$ cat src/rtl/alu_pkg.sv
// alu_pkg: shared width, mode encodings and flag bundle for the add/sub ALU
package alu_pkg;
  localparam int ALU_WIDTH = 16;
  localparam logic ALU_ADD = 1'b0;
  localparam logic ALU_SUB = 1'b1;
  typedef struct packed {
    logic n;
    logic z;
    logic c;
    logic v;
  } alu_flags_t;
endpackage

$ cat src/rtl/alu_ripple_adder.sv
// alu_ripple_adder: WIDTH-bit ripple-carry adder built from full-adder bit cells
module alu_ripple_adder #(
  parameter int WIDTH = 16
) (
  input  logic [WIDTH-1:0] a,
  input  logic [WIDTH-1:0] b,
  input  logic             cin,
  output logic [WIDTH-1:0] sum,
  output logic             cout
);
  logic [WIDTH:0] c;
  assign c[0] = cin;
  for (genvar i = 0; i < WIDTH; i++) begin : g_fa
    assign sum[i] = a[i] ^ b[i] ^ c[i];
    assign c[i+1] = (a[i] & b[i]) | (c[i] & (a[i] ^ b[i]));
  end
  assign cout = c[WIDTH];
endmodule

$ cat src/rtl/alu_addsub16.sv
// alu_addsub16: registered add/sub with N/Z/C/V flags; define ALU_SAT_EN for signed saturation of S
import alu_pkg::*;
module alu_addsub16 #(
  parameter int WIDTH = ALU_WIDTH
) (
  input  logic             clk,
  input  logic             rst,
  input  logic [WIDTH-1:0] A,
  input  logic [WIDTH-1:0] B,
  input  logic             M,
  output logic [WIDTH-1:0] S,
  output logic             cout,
  output logic             N,
  output logic             Z,
  output logic             C,
  output logic             V
);
  logic [WIDTH-1:0] bx, sum, s_d, s_q;
  logic co, cout_d, cout_q, v;
  alu_flags_t flags_d, flags_q;
  assign bx = B ^ {WIDTH{M == ALU_SUB}};
  alu_ripple_adder #(.WIDTH(WIDTH)) u_add (
    .a   (A),
    .b   (bx),
    .cin (M),
    .sum (sum),
    .cout(co)
  );
  // overflow, optional clamp, and flags derived from the value actually written to S
  always_comb begin
    v = (A[WIDTH-1] == bx[WIDTH-1]) && (sum[WIDTH-1] != A[WIDTH-1]);
`ifdef ALU_SAT_EN
    s_d = v ? {A[WIDTH-1], {(WIDTH-1){~A[WIDTH-1]}}} : sum;
`else
    s_d = sum;
`endif
    cout_d = co;
    flags_d = '{n: s_d[WIDTH-1], z: s_d == '0, c: co, v: v};
  end
  // output registers; reset clears everything, Z included, meaning no operation yet
  always_ff @(posedge clk) begin
    if (rst) begin
      s_q <= '0;
      cout_q <= 1'b0;
      flags_q <= '0;
    end else begin
      s_q <= s_d;
      cout_q <= cout_d;
      flags_q <= flags_d;
    end
  end
  assign S = s_q;
  assign cout = cout_q;
  assign N = flags_q.n;
  assign Z = flags_q.z;
  assign C = flags_q.c;
  assign V = flags_q.v;
endmodule

$ cat config.mk
export PLATFORM = sky130hd
export DESIGN_NAME = alu_addsub16
export DESIGN_NICKNAME = d
export VERILOG_FILES = /design/src/rtl/alu_pkg.sv /design/src/rtl/alu_ripple_adder.sv /design/src/rtl/alu_addsub16.sv
export SDC_FILE = /design/constraint.sdc
export NUM_CORES = 1
export LEC_CHECK = 0
export BUFFER_PORTS_ARGS = -buffer_cell sky130_fd_sc_hd__buf_2
export CELL_PAD_IN_SITES_DETAIL_PLACEMENT = 1
export CELL_PAD_IN_SITES_GLOBAL_PLACEMENT = 2
export CORE_AREA = 2 2 65 67
export CTS_BUF_LIST = sky130_fd_sc_hd__clkbuf_8
export CTS_CLUSTER_DIAMETER = 200
export CTS_CLUSTER_SIZE = 10
export DETAILED_ROUTE_END_ITERATION = 10
export DIE_AREA = 0 0 67 69
export PLACE_DENSITY_LB_ADDON = 0.1
export RECOVER_POWER = 50
export SLEW_MARGIN = 20
export SYNTH_ARGS = -nofsm -noshare
export SYNTH_HDL_FRONTEND = slang
export SYNTH_HIERARCHICAL = 1
export SYNTH_SLANG_ARGS = --single-unit
export TNS_END_PERCENT = 30
$ cat constraint.sdc
create_clock -name clk -period 18.4 [get_ports clk]
set_input_delay 0.92 -clock clk [delete_from_list [all_inputs] [get_ports clk]]
set_output_delay 0.92 -clock clk [all_outputs]
set_load 0.1 [all_outputs]
==> reports/qor.log, run 1 <==
INFO  critical_path  critical_path.max_stage_delay=420ps
INFO  clock_tree     cts_hold_buf=0
INFO  routing        final_wirelength=2.33mm
INFO  clock_tree     cts_buffer_depth=2
INFO  grt            grtUsageTotal=0.110
INFO  critical_path  cp_slowest_cell=fa_1
INFO  routing        routed_via_density=4.08
INFO  yosys          synth.avg_cell_area=11.8squm
INFO  power_and_ir_drop power.switching=0.0000890W
INFO  critical_path  crit_fanout=17
INFO  power_and_ir_drop seq_power_share=0.291
INFO  cells_and_area post_layout_nonfiller_instances=196
INFO  sta            period_share=0.443
INFO  clock_tree     numCtsBuffers=3
INFO  floorplanning  area_of_the_die=4620squm
INFO  sta            sum_neg_setup_slack=0ps
INFO  power_and_ir_drop power.internal=0.0000825W
INFO  yosys          postSynthCellCount=92
INFO  cells_and_area syn2layout_area_growth=29.9%
INFO  critical_path  timing.critical_path.cells=buf_2 -> xor2_1 -> fa_1 -> inv_1 -> fa_1 -> inv_1 -> fa_1 -> fa_1 -> fa_1 -> fa_1 -> fa_1 -> fa_1 -> fa_1 -> fa_1 -> fa_1 -> fa_1 -> fa_1 -> fa_1 -> fa_1 -> inv_1 -> fa_1 -> inv_1 -> or3b_1 -> a21oi_1
INFO  clock_tree     cts_root_buffer=clkbuf_8
INFO  yosys          synth_compound_gate_area_share=0.00462
INFO  worst_hold_path hold_path_startpoint=A[15]
INFO  sta            worstMarginPinSlew=1180ps
INFO  clock_tree     cts_resized=0
INFO  yosys          netlist_area=1080squm
INFO  place          post_dp_cell_area=1390squm
INFO  critical_path  worstPathBufferInverterCount=5
INFO  grt            grt_pass1_wl=3.80mm
INFO  sta            setup_viol=0
INFO  clock_tree     h-tree-depth=1
INFO  yosys          synth-seq-area-share=0.351
INFO  floorplanning  die_width=67microns
INFO  sta            max_freq=0.123GHz
INFO  yosys          synth.lib_cells_used.distinct=16
INFO  cells_and_area antennaDiodeCount=0
INFO  yosys          ys.warnings.count=6
INFO  critical_path  arrival_worst_endpoint=8340ps
INFO  place          detailed_place_hpwl=1.97mm
INFO  sta            final_max_slew_viol_count=0
INFO  routing        dr.first_iter.drc_count=12
INFO  floorplanning  die_extent_in_y=69microns
INFO  yosys          yosys.area_share.xor_xnor=0.136
INFO  yosys          synth_simple_gate_area_frac=0.145
INFO  sta            timing.max_slew.rel_slack=0.216
INFO  grt            gr-total-overflow=0
INFO  clock_tree     cts.repair_timing.setup_buffer_count=0
INFO  yosys          synthMuxAreaShare=0
INFO  critical_path  setup.worst_path.class=input pin to flip-flop
INFO  routing        drt.antenna.violating_nets=0
INFO  routing        dr.pass1.iters=2
INFO  cells_and_area num-nets-final=198
INFO  clock_tree     cts.reportedPaths.clkPinSlew=80ps
INFO  routing        vias=799
INFO  yosys          postSynthRegisterBits=19
INFO  place          place_congestion=0.706
INFO  critical_path  critPathMostFrequentCell=fa_1
INFO  floorplanning  std_cell_rows=23
INFO  status         outcome=complete, no violations
INFO  yosys          synth_top_family_by_area=adder cells
INFO  cells_and_area fill_cells=483
INFO  worst_hold_path worst_hold_path.endpoint=V$_SDFF_PP0_
INFO  worst_hold_path hold-path-cell-count=3
INFO  yosys          synth_fa_ha_area_frac=0.296
INFO  grt            antenna_violations_before_repair=0
INFO  power_and_ir_drop share_comb_of_total_power=0.538
INFO  grt            vias_in_the_first_global_route=855
INFO  sta            grt_setup_unrepaired=no
INFO  sta            hold_violations=0
INFO  cells_and_area drive_above_1_share=0.274
INFO  place          dp_cells=192
INFO  clock_tree     cts_tree=built
INFO  clock_tree     cts_sinks=19
INFO  floorplanning  effective_utilization_at_floorplan=0.277
INFO  floorplanning  boundaryPins=56
INFO  flow_run       max_cap_viol_count=0
INFO  power_and_ir_drop post-layout-total-power=0.000171W
INFO  floorplanning  placeableCoreArea=3910squm
INFO  power_and_ir_drop powerDensity=122nW/um^2
INFO  sta            fin_crit=8150ps
INFO  routing        drc=0
INFO  yosys          postSynthNetCount=143
INFO  critical_path  endpoint_kind=flip-flop
INFO  routing        avgRoutedWirePerCell=11.9microns
INFO  critical_path  cp.required=18,590ps
INFO  critical_path  cp-start-kind=input pin
INFO  worst_hold_path hold_class=input pin to flip-flop
INFO  place          port-buffer-count=55
INFO  power_and_ir_drop clockPowerShare=0.171
INFO  grt            grt_max_degree=20
INFO  critical_path  cp_delay_by_family_top=adder cells
INFO  power_and_ir_drop sw_frac=0.519
INFO  power_and_ir_drop p_leak=0.632nW
INFO  cells_and_area fin_area=1410squm
INFO  power_and_ir_drop peakVddDrop=0.0000281V
power by group through the flow:
stage          combinational, W  sequential, W   clock, W
4_1_cts               0.0000955      0.0000498  0.0000308
2_1_floorplan         0.0000284       0.000100          0
6_report              0.0000923      0.0000499  0.0000293
5_1_grt               0.0000985      0.0000506  0.0000326
3_3_place_gp          0.0000948      0.0000504          0
3_5_place_dp          0.0000954      0.0000507          0
worst max path at each step:
stage / start / endpoint / cells after the start
after global placement: M / V$_SDFF_PP0_ / 24
after CTS: M / V$_SDFF_PP0_ / 24
after global routing: M / V$_SDFF_PP0_ / 24
after detailed placement: M / V$_SDFF_PP0_ / 24
final: M / V$_SDFF_PP0_ / 24
after floorplan: M / V$_SDFF_PP0_ / 24
metrics by stage:
step	utilization	worst slack [ps]	hold WS, ps
3_5_place_dp	0.354	9920	1230
4_1_cts	0.366	10180	958
2_1_floorplan	-	10590	992
6_report	0.360	10250	962
3_3_place_gp	0.354	10010	1220
5_1_grt	0.360	9890	971
placed cells by master, fill, tap and decap left out, drive strengths merged:
master  Yosys  final
clkinv      0      1
inv        10     10
nand3b      1      1
nor2b      17     17
clkbuf      1     23
xor2       16     16
a21oi       1      1
nor4        4      4
buf         4     35
or3b        1      1
nor2        1      1
nand4       1      1
fa         16     16
dfxtp      19     19
cell type report:
type	count	area (sq um)	share of cell area
Clock inverter	1	5.00	0.00356
Clock buffer	3	41.3	0.0293
Multi-Input combinational cell	58	631	0.448
Inverter	10	37.5	0.0267
Tap cell	50	62.6	0.0444
Sequential cell	19	380	0.270
Timing Repair Buffer	55	250	0.178
synthesized netlist by cell type:
library cell | n | share of area
buf_6 | 1 | 0.010
a21oi_1 | 1 | 0.0046
nor4_1 | 4 | 0.023
nor2b_1 | 17 | 0.098
nand4_1 | 1 | 0.0058
nor2_1 | 1 | 0.0035
dfxtp_1 | 19 | 0.35
or3b_1 | 1 | 0.0081
inv_1 | 10 | 0.035
fa_1 | 16 | 0.30
nand3b_1 | 1 | 0.0069
clkbuf_1 | 1 | 0.0035
xor2_1 | 15 | 0.12
buf_4 | 2 | 0.014
buf_2 | 1 | 0.0046
xor2_2 | 1 | 0.015
registers in the layout (all words and copies together), names as in the netlist:
name	flops
S	16
V	1
C	1
Z	1
cell families (layout without fill, tap and decap cells):
group	count (synthesis)	in the layout
adders and majority gates	16	16
xor gates and xnor gates	16	16
and+or+nand+nor	25	25
DFF	19	19
AOI/OAI and AO/OA	1	1
buffers and inverters	15	69
layer usage:
metal	global-route usage	vias to the layer above	wire, microns
met2	0.194	29	1280
met1	0.122	387	854
li1	-	381	-
met3	0.0261	2	175
met4	0.0476	0	27
met5	0	-	0
Note: power is estimated with default switching activity, not from simulation.
==> run 2: changes to the inputs <==
--- a/config.mk
+++ b/config.mk
@@ -8,12 +8,12 @@
 export BUFFER_PORTS_ARGS = -buffer_cell sky130_fd_sc_hd__buf_2
 export CELL_PAD_IN_SITES_DETAIL_PLACEMENT = 1
 export CELL_PAD_IN_SITES_GLOBAL_PLACEMENT = 2
-export CORE_AREA = 2 2 65 67
+export CORE_AREA = 2 2 69 71
 export CTS_BUF_LIST = sky130_fd_sc_hd__clkbuf_8
 export CTS_CLUSTER_DIAMETER = 200
 export CTS_CLUSTER_SIZE = 10
 export DETAILED_ROUTE_END_ITERATION = 10
-export DIE_AREA = 0 0 67 69
+export DIE_AREA = 0 0 71 73
 export PLACE_DENSITY_LB_ADDON = 0.1
 export RECOVER_POWER = 50
 export SLEW_MARGIN = 20
==> constraint.sdc (replaced) <==
create_clock -name clk -period 6.85 [get_ports clk]
set_input_delay 0.3425 -clock clk [delete_from_list [all_inputs] [get_ports clk]]
set_output_delay 0.3425 -clock clk [all_outputs]
set_load 0.1 [all_outputs]
==> run 2 against run 1 <==
  * Worst setup slack lost 10000 ps
  * Die area grew 12%
  * Total power grew to 2.8 times the previous value
  * Clock-buffer cell count is the same
  * Combinational power grew to 2.9 times the previous value
  * Clock power grew to 2.8 times the previous value
  * Via count grew 0.63%
==> reports/qor.log, run 2 (synthesis gave the netlist of run 1 again) <==
INFO  critical_path  cp.required=7040ps
INFO  grt            grtUsageTotal=0.100
INFO  floorplanning  boundaryPins=56
INFO  floorplanning  die_width=71microns
INFO  critical_path  timing.critical_path.cells=clkbuf_1 -> xor2_1 -> fa_2 -> inv_1 -> fa_1 -> inv_1 -> fa_2 -> fa_2 -> fa_2 -> fa_2 -> fa_2 -> fa_2 -> fa_2 -> fa_2 -> fa_2 -> fa_2 -> fa_2 -> fa_2 -> fa_2 -> inv_1 -> fa_1 -> inv_1 -> or3b_4 -> a21oi_2
INFO  routing        avgRoutedWirePerCell=12.0microns
INFO  clock_tree     h-tree-depth=1
INFO  cells_and_area post_layout_nonfiller_instances=203
INFO  cells_and_area fill_cells=527
INFO  critical_path  cp_slowest_cell=fa_1
INFO  routing        final_wirelength=2.44mm
INFO  clock_tree     cts_buffer_depth=2
INFO  clock_tree     cts_sinks=19
INFO  routing        routed_via_density=3.96
INFO  routing        vias=804
INFO  grt            vias_in_the_first_global_route=936
INFO  clock_tree     cts_tree=built
INFO  routing        drt.antenna.violating_nets=0
INFO  place          detailed_place_hpwl=2.02mm
INFO  sta            timing.final.ws_setup=253ps
INFO  power_and_ir_drop powerDensity=320nW/um^2
INFO  grt            grt_pass1_wl=3.96mm
INFO  power_and_ir_drop p_leak=0.638nW
INFO  critical_path  worstPathBufferInverterCount=5
INFO  routing        dr.pass1.iters=3
INFO  place          place_congestion=0.652
INFO  clock_tree     cts_root_buffer=clkbuf_8
INFO  clock_tree     cts_hold_buf=0
INFO  flow_run       max_cap_viol_count=0
INFO  floorplanning  area_of_the_die=5180squm
INFO  critical_path  cp-start-kind=input pin
INFO  cells_and_area num-nets-final=201
INFO  cells_and_area layout_commonest_cell=buf_2
INFO  grt            grt_max_degree=20
INFO  cells_and_area layout_common_cells=buf_2 (35), clkbuf_1 (20), dfxtp_1 (19), nor2b_1 (17), xor2_1 (15)
INFO  place          port-buffer-count=55
INFO  cells_and_area syn2layout_area_growth=38.2%
INFO  critical_path  critPathMostFrequentCell=fa_2
INFO  sta            worstMarginPinSlew=1190ps
INFO  sta            period_share=0.963
INFO  critical_path  crit_fanout=2
INFO  sta            hold_violations=0
INFO  clock_tree     numCtsBuffers=3
INFO  critical_path  endpoint_kind=flip-flop
INFO  place          post-place-ws=-381ps
INFO  power_and_ir_drop peakVddDrop=0.0000914V
INFO  sta            max_freq=0.152GHz
INFO  clock_tree     cts.repair_timing.setup_buffer_count=0
INFO  floorplanning  effective_utilization_at_floorplan=0.239
INFO  worst_hold_path hold_class=input pin to flip-flop
INFO  cells_and_area layout.core_utilization=0.330
INFO  place          dp_cells=199
INFO  grt            antenna_violations_before_repair=0
INFO  sta            fin_crit=6600ps
INFO  floorplanning  die_extent_in_y=73microns
INFO  floorplanning  placeableCoreArea=4540squm
INFO  power_and_ir_drop post-layout-total-power=0.000479W
INFO  clock_tree     cts.reportedPaths.clkPinSlew=80ps
INFO  grt            gr-total-overflow=0
INFO  sta            grt_setup_unrepaired=no
INFO  sta            setup_viol=0
INFO  sta            timing.max_slew.rel_slack=0.213
INFO  sta            final_max_slew_viol_count=0
INFO  cells_and_area largest_register_ff_count=16
INFO  critical_path  cp_delay_by_family_top=adder cells
INFO  status         outcome=complete, no violations
INFO  critical_path  setup.worst_path.class=input pin to flip-flop
INFO  cells_and_area antennaDiodeCount=0
INFO  critical_path  arrival_worst_endpoint=6790ps
INFO  critical_path  critical_path.max_stage_delay=400ps
INFO  routing        dr.first_iter.drc_count=4
INFO  floorplanning  std_cell_rows=25
INFO  routing        drc=0
INFO  cells_and_area drive_above_1_share=0.409
## run 2: cell types whose count changed in the layout (fill, tap and decap cells not counted), sizes merged
cell	previous run	this run
buf	35	38
## run 2: metal layers
layer  up-vias  part of all wire  GRT usage
met5         -                 0          0
met2        28              0.57      0.202
li1        389                 -          -
met4         0             0.013     0.0377
met1       385              0.37      0.102
met3         2             0.053     0.0166
## run 2: cell type report
class	count	area, sq um	area share
tap	54	67.6	0.0451
multi-input combinational	58	693	0.463
clock inverter	1	5.00	0.00334
inverter	10	37.5	0.0251
sequential	19	380	0.254
clock buffer	3	41.3	0.0276
timing repair buffer	58	273	0.182
## run 2: path summary, 6_finish.rpt
| check | to | from | cells after the start | slack, ps |
|---|---|---|---|---|
| setup / recovery | V$_SDFF_PP0_ | M | 24 | 250 |
| hold / removal | V$_SDFF_PP0_ | A[15] | 3 | 390 |
## run 2: stage by stage
| stage | instance area [sq um] | hold slack (ps) | setup TNS (ps) |
|---|---|---|---|
| floorplan | 1110 | 414 | 0 |
| finish | 1500 | 387 | 0 |
| CTS | 1500 | 387 | 0 |
| detailed placement | 1440 | 664 | -618 |
| global placement | 1440 | 637 | -446 |
| global route | 1500 | 398 | 0 |
## run 2: power by group
| group | internal [W] | total (W) | switching [W] | leakage, nW |
|---|---|---|---|---|
| combinational | 0.0000626 | 0.000265 | 0.000202 | 0.455 |
| sequential | 0.000129 | 0.000133 | 0.00000454 | 0.158 |
| clock | 0.0000404 | 0.0000807 | 0.0000403 | 0.0255 |
## run 2: tightest hold or removal path, stage by stage
cell,delay [ps]
buf_2,120
nand3b_1,90
a21oi_2,50
## run 2: repair_timing
action                                  4_1_cts  5_1_grt
endpoints found under the setup margin        1        2
resized for setup                             2        7
pin swaps                                     1        3
==> run 3: changes to the inputs <==
--- a/config.mk
+++ b/config.mk
@@ -8,13 +8,13 @@
 export BUFFER_PORTS_ARGS = -buffer_cell sky130_fd_sc_hd__buf_2
 export CELL_PAD_IN_SITES_DETAIL_PLACEMENT = 1
 export CELL_PAD_IN_SITES_GLOBAL_PLACEMENT = 2
-export CORE_AREA = 2 2 69 71
+export CORE_AREA = 2 2 57 86
 export CTS_BUF_LIST = sky130_fd_sc_hd__clkbuf_8
 export CTS_CLUSTER_DIAMETER = 200
 export CTS_CLUSTER_SIZE = 10
 export DETAILED_ROUTE_END_ITERATION = 10
-export DIE_AREA = 0 0 71 73
-export PLACE_DENSITY_LB_ADDON = 0.1
+export DIE_AREA = 0 0 59 88
+export PLACE_DENSITY = 0.86
 export RECOVER_POWER = 50
 export SLEW_MARGIN = 20
 export SYNTH_ARGS = -nofsm -noshare
==> run 3 against run 2 <==
  * Clock-buffer cell count stayed put
  * Sequential share of layout area is 0.54 points higher
  * Maximum frequency is 2.7% lower
  * Cell area is 2.1% lower
  * Total power is 2.2% lower
  * Worst setup slack worse by 190 ps
  * Via count is 1.9% lower
  * Core utilization is 0.087 points higher
  * First-iteration DRC count is 50% higher
  * Clock power is 10% lower
  * Global-route usage is 0.14 points higher
  * Largest power group unchanged
==> reports/qor.log, run 3 (synthesis gave the netlist of run 1 again) <==
INFO  status         outcome=complete, no violations
INFO  grt            grt_max_degree=20
INFO  clock_tree     h-tree-depth=1
INFO  floorplanning  placeableCoreArea=4430squm
INFO  routing        dr.first_iter.drc_count=6
INFO  sta            max_freq=0.147GHz
INFO  power_and_ir_drop post-layout-total-power=0.000468W
INFO  sta            grt_setup_unrepaired=yes
INFO  place          port-buffer-count=55
INFO  sta            setup_viol=0
INFO  cells_and_area num-nets-final=200
INFO  sta            fin_crit=6780ps
INFO  clock_tree     cts_tree=built
INFO  routing        vias=789
INFO  floorplanning  std_cell_rows=30
INFO  critical_path  arrival_worst_endpoint=6970ps
INFO  clock_tree     cts_hold_buf=0
INFO  sta            timing.max_slew.rel_slack=0.210
INFO  grt            grt_pass1_wl=3.92mm
INFO  sta            sum_neg_setup_slack=0ps
INFO  clock_tree     cts_sinks=19
INFO  routing        routed_via_density=4.03
INFO  clock_tree     numCtsBuffers=3
INFO  critical_path  cp-start-kind=input pin
INFO  power_and_ir_drop powerDensity=319nW/um^2
INFO  grt            gr-total-overflow=0
INFO  critical_path  worstPathBufferInverterCount=5
INFO  sta            final_max_slew_viol_count=0
INFO  sta            timing.final.ws_setup=67.0ps
INFO  power_and_ir_drop p_leak=0.639nW
INFO  sta            hold_violations=0
INFO  critical_path  critical_path.max_stage_delay=420ps
INFO  routing        drt.antenna.violating_nets=0
INFO  cells_and_area layout_common_cells=buf_2 (37), dfxtp_1 (19), clkbuf_1 (18), nor2b_1 (17), xor2_1 (15)
INFO  worst_hold_path hold_class=input pin to flip-flop
INFO  critical_path  setup.worst_path.class=input pin to flip-flop
INFO  cells_and_area layout_commonest_cell=buf_2
INFO  clock_tree     cts_root_buffer=clkbuf_8
INFO  cells_and_area largest_register_ff_count=16
INFO  critical_path  crit_fanout=4
INFO  cells_and_area drive_above_1_share=0.405
INFO  power_and_ir_drop peakVddDrop=0.0000821V
INFO  routing        avgRoutedWirePerCell=12.9microns
INFO  routing        drc=0
INFO  critical_path  cp.required=7040ps
INFO  grt            antenna_violations_before_repair=0
INFO  routing        dr.pass1.iters=2
INFO  critical_path  critPathMostFrequentCell=fa_2
INFO  floorplanning  die_extent_in_y=88microns
INFO  sta            worstMarginPinSlew=1190ps
INFO  floorplanning  die_width=59microns
INFO  cells_and_area syn2layout_area_growth=35.3%
INFO  critical_path  timing.critical_path.cells=buf_2 -> xor2_1 -> fa_2 -> inv_1 -> fa_1 -> inv_1 -> fa_2 -> fa_2 -> fa_2 -> fa_2 -> fa_2 -> fa_2 -> fa_2 -> fa_2 -> fa_2 -> fa_2 -> fa_2 -> fa_2 -> fa_1 -> inv_1 -> fa_1 -> inv_2 -> or3b_4 -> a21oi_2
INFO  flow_run       max_cap_viol_count=0
INFO  critical_path  cp_delay_by_family_top=adder cells
INFO  sta            period_share=0.990
INFO  floorplanning  area_of_the_die=5190squm
INFO  floorplanning  boundaryPins=56
INFO  clock_tree     cts.reportedPaths.clkPinSlew=70ps
INFO  critical_path  endpoint_kind=flip-flop
INFO  clock_tree     cts_buffer_depth=2
INFO  critical_path  cp_slowest_cell=fa_1
INFO  routing        final_wirelength=2.54mm
INFO  grt            vias_in_the_first_global_route=904
INFO  floorplanning  effective_utilization_at_floorplan=0.245
INFO  place          post-place-ws=-369ps
INFO  place          place_congestion=0.758
INFO  place          detailed_place_hpwl=2.27mm
INFO  cells_and_area antennaDiodeCount=0
INFO  grt            grtUsageTotal=0.102
## run 3: through the flow
step	area, sq um	instances	util	hold WS [ps]
after floorplan	1110	92	-	414
after global placement	1420	192	0.321	635
after detailed placement	1420	192	0.321	675
after CTS	1470	196	0.332	413
after global routing	1470	196	0.331	427
final	1470	196	0.331	430
## run 3: worst paths after layout
path,endpoint,cells after the start,start
max,V$_SDFF_PP0_,24,M
min,V$_SDFF_PP0_,3,A[15]
## run 3: what timing repair did
action,in CTS,in global routing
endpoints found under the hold margin,0,0
setup buffers,0,0
gates resized for setup,2,5
setup endpoints to repair,2,2
pin swaps,0,1
## run 3: layout make-up
cell class | instances | area (sq um)
inverters | 10 | 37.5
clock buffers | 3 | 41.3
well taps | 48 | 60.1
clock inverters | 1 | 3.75
fillers | 532 | 2960
multi-input cells | 58 | 676
flip-flops and latches | 19 | 380
repair buffers | 57 | 268
## run 3: metal layers
| metal | global-route usage | wire, microns | vias to the layer above |
|---|---|---|---|
| met2 | 0.200 | 1370 | 42 |
| li1 | - | - | 384 |
| met4 | 0.0558 | 42 | 0 |
| met1 | 0.102 | 932 | 359 |
| met5 | 0 | 0 | - |
| met3 | 0.00591 | 186 | 4 |
## run 3: power breakdown
| part | internal, W | switching (W) |
|---|---|---|
| Clock | 0.0000397 | 0.0000328 |
| Sequential | 0.000129 | 0.00000518 |
| Combinational | 0.0000599 | 0.000202 |
| Total | 0.000228 | 0.000240 |
